**src/rtl/load_writeback_unit_pkg.sv**
```systemverilog
// Shared constants for the load/writeback unit: register-file write patterns
// and the load-sequencing FSM state encoding.
package load_writeback_unit_pkg;

  localparam logic [2:0] REG_WRITE_BYTE_UNSIGNED = 3'd1;
  localparam logic [2:0] REG_WRITE_BYTE_SIGNED   = 3'd2;
  localparam logic [2:0] REG_WRITE_WORD          = 3'd4;

  typedef enum logic [1:0] {
    LWB_IDLE  = 2'd0,
    LWB_ISSUE = 2'd1,
    LWB_WAIT  = 2'd2
  } lwb_state_t;

  // Byte loads are shifted down; extension is left to the register file.
  function automatic logic is_byte_kind(input logic [2:0] kind);
    return (kind == REG_WRITE_BYTE_UNSIGNED) || (kind == REG_WRITE_BYTE_SIGNED);
  endfunction

endpackage

```
**src/rtl/load_byte_align.sv**
```systemverilog
// Moves the addressed byte of a load response down to bit 0; words pass
// through untouched.
module load_byte_align
  import load_writeback_unit_pkg::*;
(
  input  logic [1:0]  addr_lo,
  input  logic [2:0]  kind,
  input  logic [31:0] data,
  output logic [31:0] aligned
);

  always_comb begin
    aligned = data;
    if (is_byte_kind(kind)) begin
      aligned = data >> {addr_lo, 3'b000};
    end
  end

endmodule

```
**src/rtl/load_writeback_unit.sv**
```systemverilog
// Load sequencer and register-file write-port arbiter. Load responses win the
// write port over ALU results; every rf_* output is registered.
//
// state      | meaning
// -----------+------------------------------------------------------------
// LWB_IDLE   | ready for a new load; ALU writes flow freely
// LWB_ISSUE  | memory read request presented, held until mem_rd_ready
// LWB_WAIT   | waiting for mem_rsp_valid, bounded by TIMEOUT_CYCLES
module load_writeback_unit
  import load_writeback_unit_pkg::*;
#(
  parameter int TIMEOUT_CYCLES = 255
) (
  input  logic        clk,
  input  logic        rst_n,
  input  logic        req_valid,
  output logic        req_ready,
  input  logic [31:0] req_addr,
  input  logic [4:0]  req_rd,
  input  logic [2:0]  req_kind,
  output logic        mem_rd_valid,
  input  logic        mem_rd_ready,
  output logic [31:0] mem_rd_addr,
  input  logic        mem_rsp_valid,
  input  logic [31:0] mem_rsp_data,
  input  logic        alu_wr_valid,
  output logic        alu_wr_ready,
  input  logic [4:0]  alu_wr_rd,
  input  logic [31:0] alu_wr_data,
  output logic        rf_wr_enable,
  output logic [4:0]  rf_wr_address,
  output logic [31:0] rf_wr_data,
  output logic [2:0]  rf_write_pattern,
  output logic        busy,
  output logic        misalign_err,
  output logic        timeout_err
);

  localparam logic [7:0] TIMEOUT_LAST = 8'(TIMEOUT_CYCLES - 1);

  lwb_state_t  state;
  lwb_state_t  next_state;
  logic [31:0] lat_addr;
  logic [4:0]  lat_rd;
  logic [2:0]  lat_kind;
  logic [7:0]  wait_cnt;
  logic [31:0] aligned_data;

  logic accept;
  logic misaligned;
  logic load_rsp;
  logic timeout_hit;

  assign accept      = req_valid && (state == LWB_IDLE);
  assign misaligned  = (req_kind == REG_WRITE_WORD) && (req_addr[1:0] != 2'b00);
  assign load_rsp    = (state == LWB_WAIT) && mem_rsp_valid;
  // The response check comes first so a reply on the last allowed cycle still lands.
  assign timeout_hit = (state == LWB_WAIT) && !mem_rsp_valid && (wait_cnt == TIMEOUT_LAST);

  assign req_ready    = (state == LWB_IDLE);
  assign busy         = (state != LWB_IDLE);
  assign mem_rd_valid = (state == LWB_ISSUE);
  assign mem_rd_addr  = {lat_addr[31:2], 2'b00};
  assign alu_wr_ready = !load_rsp;

  load_byte_align u_align (
    .addr_lo (lat_addr[1:0]),
    .kind    (lat_kind),
    .data    (mem_rsp_data),
    .aligned (aligned_data)
  );

  always_ff @(posedge clk or negedge rst_n) begin
    if (!rst_n) begin
      state <= LWB_IDLE;
    end else begin
      state <= next_state;
    end
  end

  always_comb begin
    next_state = state;
    case (state)
      LWB_IDLE: begin
        if (accept && !misaligned) next_state = LWB_ISSUE;
      end
      LWB_ISSUE: begin
        if (mem_rd_ready) next_state = LWB_WAIT;
      end
      LWB_WAIT: begin
        if (mem_rsp_valid || timeout_hit) next_state = LWB_IDLE;
      end
      default: next_state = LWB_IDLE;
    endcase
  end

  always_ff @(posedge clk or negedge rst_n) begin
    if (!rst_n) begin
      lat_addr <= '0;
      lat_rd   <= '0;
      lat_kind <= '0;
    end else if (accept) begin
      lat_addr <= req_addr;
      lat_rd   <= req_rd;
      lat_kind <= req_kind;
    end
  end

  always_ff @(posedge clk or negedge rst_n) begin
    if (!rst_n) begin
      wait_cnt <= '0;
    end else if (state == LWB_ISSUE) begin
      wait_cnt <= '0;
    end else if ((state == LWB_WAIT) && !mem_rsp_valid && !timeout_hit) begin
      wait_cnt <= wait_cnt + 8'd1;
    end
  end

  always_ff @(posedge clk or negedge rst_n) begin
    if (!rst_n) begin
      misalign_err <= 1'b0;
      timeout_err  <= 1'b0;
    end else begin
      misalign_err <= accept && misaligned;
      timeout_err  <= timeout_hit;
    end
  end

  // Data/address/pattern hold their last value whenever no write is granted.
  always_ff @(posedge clk or negedge rst_n) begin
    if (!rst_n) begin
      rf_wr_enable     <= 1'b0;
      rf_wr_address    <= '0;
      rf_wr_data       <= '0;
      rf_write_pattern <= '0;
    end else begin
      rf_wr_enable <= 1'b0;
      if (load_rsp) begin
        rf_wr_enable     <= (lat_rd != 5'd0);
        rf_wr_address    <= lat_rd;
        rf_wr_data       <= aligned_data;
        rf_write_pattern <= lat_kind;
      end else if (alu_wr_valid) begin
        rf_wr_enable     <= (alu_wr_rd != 5'd0);
        rf_wr_address    <= alu_wr_rd;
        rf_wr_data       <= alu_wr_data;
        rf_write_pattern <= REG_WRITE_WORD;
      end
    end
  end

endmodule

```
**config.mk**
```make
export PLATFORM = sky130hd
export DESIGN_NAME = load_writeback_unit
export DESIGN_NICKNAME = d
export VERILOG_FILES = /design/src/rtl/load_writeback_unit_pkg.sv /design/src/rtl/load_byte_align.sv /design/src/rtl/load_writeback_unit.sv
export SDC_FILE = /design/constraint.sdc
export NUM_CORES = 1
export LEC_CHECK = 0
export CAP_MARGIN = 10
export CORE_ASPECT_RATIO = 0.7
export CORE_MARGIN = 2
export CORE_UTILIZATION = 44
export CTS_CLUSTER_DIAMETER = 80
export DETAILED_ROUTE_END_ITERATION = 7
export GPL_TIMING_DRIVEN = 1
export PLACE_DENSITY = 0.81
export SLEW_MARGIN = 20
export SYNTH_ARGS = -nofsm -noshare
export SYNTH_HDL_FRONTEND = slang
export SYNTH_SLANG_ARGS = --single-unit
```
**constraint.sdc**
```tcl
create_clock -name clk -period 2.2 [get_ports clk]
set_input_delay 0.33 -clock clk [delete_from_list [all_inputs] [get_ports clk]]
set_output_delay 0.33 -clock clk [all_outputs]
set_load 0.01 [all_outputs]
```
* Yosys cells after proc, flatten, opt, wreduce, memory -nomap -nowiden
Cells that the tools add are included.
** Storage, ports and cells
- Register bits :: 93
- Input port bits :: 115
- Output and inout bits :: 79
- Logic and storage cells :: 59
** Cells by class
- $add $sub $neg :: 1
- Equality and inequality tests :: 9
- Multiplexer cells :: 15
- Shift-type cells :: 1
- Reduce and logical (&&, ||, !) cells :: 22
** Operators with widths (number)
- $mux W32 :: 3
- $shr A32 B5 Y32 :: 1
- $mux W8 :: 2
- $mux W5 :: 2
- $reduce_bool A5 Y1 :: 2
- $add A8 B1 Y8 const B :: 1
- $eq A8 B8 Y1 const B :: 1
- $logic_and A1 B1 Y1 :: 8
- $reduce_bool A2 Y1 :: 4
- $mux W2 :: 3
- $mux W3 :: 2
- $pmux W2 S3 :: 1
- $logic_not A1 Y1 :: 4
- $ne A2 B1 Y1 const B :: 2
- $eq A3 B1 Y1 const B :: 1
- $eq A3 B2 Y1 const B :: 1
- $eq A3 B3 Y1 const B :: 1
- $reduce_and A3 Y1 :: 1
- $eq A2 B1 Y1 const B :: 1
- $eq A2 B2 Y1 const B :: 1
- $logic_not A2 Y1 :: 1
- $logic_or A1 B1 Y1 :: 2
- $mux W1 :: 2
- $ne A2 B2 Y1 const B :: 1

* Depth between registers and ports, before layout
Gate-level depths: netlist (run 1).
- Depth after elaboration :: 7
- Mapped depth :: 6
- Mapped depth without buffers :: 6

* Modules after synthesis
From an unflattened synthesis (run 1), not the netlist that was laid out.
** Second synthesis, totals
- Cells, all modules :: 489
- Area total of the unflattened synthesis :: 5098.6 µm²
** By module, submodules not included
- load_writeback_unit :: cells an instance 366, sequential area each 2327.2 µm², instances 1, area each 4242.8 µm²
- load_byte_align :: cells an instance 123, sequential area each 0.0 µm², instances 1, area each 855.8 µm²

* Worst setup path after synthesis (run 1)
Ideal clock, no wire load.
- Path kind :: register to register
- From :: register lat_kind[2]
- To :: register rf_wr_data[15]
- Stages on the path, launching flop included :: 7
- Path buffers :: 3
- Library setup time :: 0.139 ns
- Path slack :: 0.638 ns
- Data required time :: 2.061 ns
- Arrival :: 1.423 ns
- Period minus slack after synthesis :: 1.562 ns
- Cells stage by stage :: dfrtp_1 > clkbuf_1 > or3_1 > buf_6 > buf_6 > a22oi_2 > a22oi_1
** On the way
- Cells in the longest elaborated chain, start to end :: 4
- Elaborated cells between the ends (all ways) :: 5
- Classes of those cells :: eq/ne (2); mux (2); reduce/logical (1)
** Ends and longest elaborated chain
- start, declared :: line load_writeback_unit.sv:45 : logic [2:0] lat_kind;
- start signal, assigned :: line load_writeback_unit.sv:105 : lat_kind <= req_kind;
- $eq A3 B1 Y1 / $eq A3 B2 Y1 (equally long branches) :: line load_writeback_unit_pkg.sv:17 : return (kind == REG_WRITE_BYTE_UNSIGNED) || (kind == REG_WRITE_BYTE_SIGNED);
- $logic_or A1 B1 Y1 (*) :: line load_writeback_unit_pkg.sv:17
- $mux W32 (*) :: line load_byte_align.sv:14 : if (is_byte_kind(kind)) begin
- $mux W32 (*) :: line load_writeback_unit.sv:138 : if (load_rsp) begin
- end signal, assigned :: line load_writeback_unit.sv:141 : rf_wr_data <= aligned_data;
- end signal, assigned :: line load_writeback_unit.sv:146 : rf_wr_data <= alu_wr_data;
- end, declared :: line load_writeback_unit.sv:32 : output logic [31:0] rf_wr_data,
Mark *: on every way between the ends. The rest lies on a longest branch, timed or not.
A chain may end at the register's enable or synchronous reset.

* Final worst setup path (run 1)
- From :: input port mem_rsp_valid
- To :: output port alu_wr_ready
** On the way
- Cells in the longest elaborated chain, start to end :: 2
** Ends and longest elaborated chain
- start, declared :: line load_writeback_unit.sv:24 : input logic mem_rsp_valid,
- $logic_and A1 B1 Y1 :: line load_writeback_unit.sv:56 : assign load_rsp = (state == LWB_WAIT) && mem_rsp_valid;
- $logic_not A1 Y1 :: line load_writeback_unit.sv:64 : assign alu_wr_ready = !load_rsp;
- end, declared :: line load_writeback_unit.sv:27 : output logic alu_wr_ready,
Every way passes these cells.

==> impl_metrics.csv, run 1 <==
group,metric,value,unit
final_layout,area_delta_synth_final,45.3,%
pwr,p_leak,2.91,nW
global_routing,antenna_found_initial,0,
global_routing,grt_max_degree,63,
floorplanning,die_h,91.3,um
critical_path,critPathRequiredTime,1.87,ns
route,detail-route-antenna-nets,0,
critical_path,worstPathMaxFanout,3,
clock_tree,cts_tree,"built",
floorplanning,die-area,11800,um2
global_routing,grt.overflow.total,0,
critical_path,crit_family,"buffers and inverters",
final_layout,n_antenna_cell,0,
logic_synthesis,synth_area,4790,um2
critical_path,path_buf_inv,3,
logic_synthesis,synthTopCellsByCount,"93 x dfrtp_1, 54 x mux2i_1, 40 x mux2_2",
clock_tree,clkSinkCount,93,
pwr,peakVddDrop,740,uV
global_routing,first_global_vias,3946,
status,status,"finished, final reports clean",
clock_tree,cts_buffers,9,
timing,finClkSkew,0.00745,ns
logic_synthesis,synth.top_cell.area_share,48.5,%
critical_path,start_kind,"primary input",
logic_synthesis,synth_seq_cells,93,
route,vias,3909,
placement,place_hpwl,10100,um
critical_path,crit_type,"primary input to output port",
floorplanning,core,10500,um2
timing,fmax,0.483,GHz
clock_tree,cts_htree_levels,3,
floorplanning,ios,194,
route,viasPerCell,5.48,
critical_path,r2r_start,"lat_kind[1]$_DFFE_PN0P_",
worst_hold_path,hp-class,"primary input to async pin",
logic_synthesis,async_flop_share,100,%
final_layout,stdcell_count,713,
timing,finalHoldViolations,0,
critical_path,critical_path_arrival,1.74,ns
placement,io_buffers,191,
logic_synthesis,synthSimpleGateAreaFrac,7.15,%
logic_synthesis,synthAdderAreaFrac,0.522,%
final_layout,layout-drive-gt1-share,13.3,%
logic_synthesis,avgSynthCellArea,11.4,um2
timing,finalSetupViolations,0,
timing,relSlewSlack,65.0,%
timing,tightest_slew,0.525,ns
route,drtPass1Iterations,4,
placement,dp.cells,696,
floorplanning,num_rows,31,
clock_tree,clk_path_buf_depth,2,
placement,pre_cts_slack,0.149,ns
timing,slew_violations,0,
logic_synthesis,muxShareOfSynthArea,20.7,%
global_routing,grt_util_all_layers,22.7,%
floorplanning,die_x,129,um
route,routed_wl,13300,um
timing,rsz0062_at_grt,"false",
floorplanning,start_util,45.8,%
critical_path,crit_chain,"clkdlybuf4s50_1 > and3b_1 > clkinv_1 > clkdlybuf4s50_1",
logic_synthesis,synth_edf_count,0,
logic_synthesis,synth_top_area_cell,"dfrtp_1",
route,wl_per_cell,18.7,um
clock_tree,cts_root_buffer,"clkbuf_16",
logic_synthesis,ys.flop_type,"dfrtp_1",
final_layout,final_nets,693,
timing,period_share,94.0,%
critical_path,critPathLaunch,"mem_rsp_valid",
critical_path,cp-end-kind,"output port",
timing,worst_slack,0.131,ns
timing,tns,0,ns
timing,fin_hold_ws,0.484,ns
clock_tree,clk_latency,0.33,ns
global_routing,grt_pass1_wl,20900,um
logic_synthesis,synth_compound_area_share,14.0,%
logic_synthesis,synth_top_family_by_area,"multiplexers",
logic_synthesis,yosysSeqAreaShare,48.5,%
logic_synthesis,synth-xor-area-share,0.522,%
clock_tree,path_clk_slew,0.06,ns
timing,timing.final.crit_period,2.07,ns
pwr,p_per_area,1230,nW/um2
critical_path,cp_common_cell,"clkdlybuf4s50_1",
logic_synthesis,synth_area_leaders,"dfrtp_1 49%, mux2i_1 11%, mux2_2 9.4%, buf_4 5.2%, a21oi_1 3.9%",
logic_synthesis,yosysMostFrequentCell,"dfrtp_1",
logic_synthesis,ys_types,46,
logic_synthesis,yosysWarnings,0,
clock_tree,cts_setup_buffers,0,
route,first_iter_violations,237,
critical_path,max_stage_delay,0.54,ns
job,drv_cap,0,
placement,gp_congestion,0.913,
route,drc,0,
logic_synthesis,syn_inst,422,
critical_path,slowest_stage,"clkdlybuf4s50_1",
[layout by cell type, fill, tap and decap left out, types with 2 or more instances in the layout]
master	count
a21oi_1	37
a211oi_1	11
dfrtp_1	93
and3b_1	2
o221ai_1	8
mux2i_1	54
clkdlybuf4s50_1	189
nor3_2	2
conb_1	2
nand3_1	2
nor3_1	2
nand2b_1	2
buf_4	10
buf_12	4
ha_1	2
a2bb2oi_1	8
mux2_2	40
clkinv_1	2
clkbuf_16	9
a31oi_1	3
o21ai_0	19
and2_1	3
nand2_1	14
clkinvlp_4	2
inv_1	4
nand3b_1	2
clkbuf_8	3
nor4_1	9
and3_1	2
nor2_1	6
a22oi_1	14
or4_1	2
[through the flow]
stage / cell area (um2) / util [%] / power [mW]
after detailed placement: 6630 / 63.3 / 6.94
after global placement: 6630 / 63.3 / 6.83
after global routing: 6960 / 66.5 / 9.03
final: 6960 / 66.5 / 8.54
after CTS: 6960 / 66.5 / 8.60
after floorplan: 4800 / - / 5.32
[power by group]
group          switching, mW  internal [mW]  total, mW
clock                  0.634          0.977       1.61
combinational           1.88           2.23       4.11
sequential             0.411           2.41       2.82
total                   2.92           5.61       8.54
[per-layer routing]
| layer | vias up | track usage, % | wire length, um |
|---|---|---|---|
| met3 | 21 | 6.36 | 945 |
| li1 | 1835 | - | - |
| met5 | - | 0 | 0 |
| met1 | 1888 | 31.4 | 6100 |
| met4 | 0 | 6.16 | 244 |
| met2 | 165 | 35.0 | 6050 |
[sequential cells by signal (all words and copies together), names as in the netlist]
name	flops
timeout_err	1
rf_wr_address	5
rf_wr_enable	1
rf_wr_data	32
state	2
wait_cnt	8
lat_kind	3
misalign_err	1
lat_rd	5
rf_write_pattern	3
lat_addr	32
[cell families after synthesis]
| group | Yosys count |
|---|---|
| mux | 94 |
| simple gates | 56 |
| flops | 93 |
| buf+inv | 69 |
| fa+ha+maj | 2 |
| other cells | 1 |
| compound gates | 105 |
| xor+xnor | 2 |
[worst paths after layout]
path                                                 to  slack [ns]  cells after the start
setup reg to reg             rf_wr_data[20]$_DFFE_PN0P_        0.37                      5
setup / recovery                           alu_wr_ready        0.13                      4
hold / removal                rf_wr_data[7]$_DFFE_PN0P_        0.48                      2
min in group clk           rf_wr_address[3]$_DFFE_PN0P_        0.50                      2
max in group asynchronous      lat_addr[10]$_DFFE_PN0P_        1.05                      3
hold reg to reg            rf_wr_address[3]$_DFFE_PN0P_        0.50                      2
[timing repair]
item                                   CTS  global route
gates resized for setup                  0             0
endpoints found under the hold margin   31             0
hold buffers                             1             0
[area by class of cell]
cell class	count	area, um2
clock buffer	12	267
clock inverter	4	53.8
fill	798	3510
inverter	6	22.5
multi-input combinational	261	2070
sequential	93	2330
tap	132	165
timing repair buffer	205	2060
No activity file was read; power rests on OpenSTA's default activity.
==> run 2, diff against run 1 <==
Settings changed: CORE_UTILIZATION 44 to 64, DONT_BUFFER_PORTS set to 1, PLACE_DENSITY 0.81 to 0.8.
==> impl_metrics.csv, run 2 (synthesis gave the netlist of run 1 again) <==
group,metric,value,unit
pwr,p_leak,2.08,nW
global_routing,grt_max_degree,94,
timing,tns,0,ns
floorplanning,die_h,76.4,um
timing,fin_hold_ws,-0.345,ns
critical_path,r2r_setup_slack,0.34,ns
global_routing,grt_util_all_layers,26.8,%
placement,gp_congestion,0.904,
route,drc,0,
final_layout,n_antenna_cell,0,
critical_path,start_kind,"register",
pwr,power_frac_clock,19.6,%
pwr,p_int,4.08,mW
final_layout,final_common_cell,"dfrtp_1",
status,failed_checks,"negative hold slack",
route,met3_length,1160,um
floorplanning,die_x,107,um
placement,place_hpwl,8050,um
clock_tree,clk_path_buf_depth,2,
global_routing,grt_pass1_wl,17000,um
timing,timing.final.crit_period,1.86,ns
global_routing,antenna_found_initial,0,
critical_path,worstPathMaxFanout,16,
route,wl_met2,5040,um
final_layout,final_nets,496,
clock_tree,cts_buffers,9,
route,vias,3156,
floorplanning,num_rows,26,
timing,finalHoldViolations,93,
critical_path,critical_path_arrival,2.14,ns
floorplanning,die-area,8210,um2
route,detail-route-antenna-nets,0,
clock_tree,ctsResizeCount,0,
critical_path,reg2reg_to,"rf_wr_data[12]$_DFFE_PN0P_",
job,drv_cap,0,
timing,period_share,84.7,%
pwr,power,6.67,mW
route,routed_wl,11000,um
floorplanning,start_util,65.8,%
clock_tree,path_clk_slew,0.09,ns
critical_path,crit_type,"register to register",
route,first_iter_violations,327,
route,top_layer_used,"met4",
route,wl_met1,4710,um
floorplanning,core,7290,um2
timing,tightest_slew,0.589,ns
timing,fmax,0.537,GHz
pwr,p_comb_share,31.8,%
critical_path,ff2ff_path_depth,4,
route,wl_per_cell,22.9,um
clock_tree,clk_latency,0.36,ns
route,drtPass1Iterations,4,
final_layout,top_regs,"lat_addr (32), rf_wr_data (32), wait_cnt (8)",
critical_path,cp-end-kind,"register",
global_routing,grt.overflow.total,0,
pwr,seqPwrFrac,48.6,%
floorplanning,ios,194,
clock_tree,cts_root_buffer,"clkbuf_8",
final_layout,mostFrequentLayoutCells,"93 x dfrtp_1, 54 x mux2i_1, 40 x mux2_2, 37 x a21oi_1, 19 x o21ai_0",
clock_tree,clkSinkCount,93,
pwr,peakVddDrop,618,uV
pwr,switching_share,38.9,%
timing,relSlewSlack,60.5,%
timing,finalSetupViolations,0,
final_layout,area_delta_synth_final,0.992,%
worst_hold_path,hp-class,"primary input to async pin",
final_layout,nFillCells,556,
placement,io_buffers,0,
timing,rsz0062_at_grt,"false",
clock_tree,cts_setup_buffers,0,
route,viasPerCell,6.55,
timing,finClkSkew,0.00708,ns
clock_tree,cts_tree,"built",
critical_path,critPathRequiredTime,2.47,ns
critical_path,r2r_start,"lat_kind[1]$_DFFE_PN0P_",
clock_tree,cts_htree_levels,3,
timing,slew_violations,0,
final_layout,layout-drive-gt1-share,18.2,%
pwr,switching_power,2.60,mW
status,status,"complete, but fails checks",
global_routing,first_global_vias,3105,
pwr,p_per_area,1380,nW/um2
==> run 2: cell types whose count changed in the layout (fill, tap and decap cells not counted) <==
cell / previous run / this run
buf_4: 10 / 7
clkbuf_8: 3 / 10
buf_12: 4 / 1
dlygate4sd3_1: 1 / 0
clkdlybuf4s50_1: 189 / 0
clkbuf_16: 9 / 0
inv_6: 1 / 2
buf_2: 1 / 0
bufinv_16: 1 / 2
==> run 2: final cells by class <==
type	count	area (um2)	share of cell area, %
multi-input combinational	261	2070	42.7
timing repair buffer	8	72.6	1.50
clock buffer	10	138	2.84
tap	98	123	2.53
clock inverter	6	92.6	1.91
inverter	6	22.5	0.465
sequential	93	2330	48.1
==> run 2: worst max-delay path by stage <==
stage                            startpoint                         end  slack [ns]  depth (start not counted)
CTS                 lat_kind[1]$_DFFE_PN0P_  rf_wr_data[12]$_DFFE_PN0P_        0.35                          4
global route        lat_kind[2]$_DFFE_PN0P_  rf_wr_data[13]$_DFFE_PN0P_        0.19                          3
floorplan           lat_kind[2]$_DFFE_PN0P_  rf_wr_data[15]$_DFFE_PN0P_        0.64                          6
detailed placement  lat_kind[1]$_DFFE_PN0P_  rf_wr_data[12]$_DFFE_PN0P_        0.39                          4
finish              lat_kind[1]$_DFFE_PN0P_  rf_wr_data[12]$_DFFE_PN0P_        0.34                          4
global placement    lat_kind[2]$_DFFE_PN0P_  rf_wr_data[13]$_DFFE_PN0P_        0.44                          3
==> run 2: critical path, cell delays in order, from the launching register on <==
cell	delay (ns)
dfrtp_1	0.44
xnor2_2	0.37
or3_1	0.54
a22oi_1	0.20
a22oi_1	0.22
==> run 2: routing by layer <==
metal / track usage, % / vias up
li1: - / 1431
met2: 40.7 / 187
met5: 0 / -
met4: 6.28 / 0
met1: 37.6 / 1524
met3: 8.81 / 14
==> run 2: metrics by stage <==
stage          area (um2)  worst slack [ns]  instances  utilization, %
6_report             4840             0.338        482            66.4
4_1_cts              4840             0.351        482            66.4
2_1_floorplan        4800             0.638        423               -
3_3_place_gp         4610             0.443        466            63.3
3_5_place_dp         4610             0.390        466            63.3
5_1_grt              4840             0.193        482            66.4
==> run 2: power by group through the flow <==
stage | combinational (mW) | clock (mW) | sequential, mW
global placement | 2.03 | 0 | 3.26
finish | 2.12 | 1.31 | 3.25
CTS | 2.11 | 1.33 | 3.26
detailed placement | 2.11 | 0 | 3.29
global route | 2.31 | 1.39 | 3.35
floorplan | 2.42 | 0 | 2.90
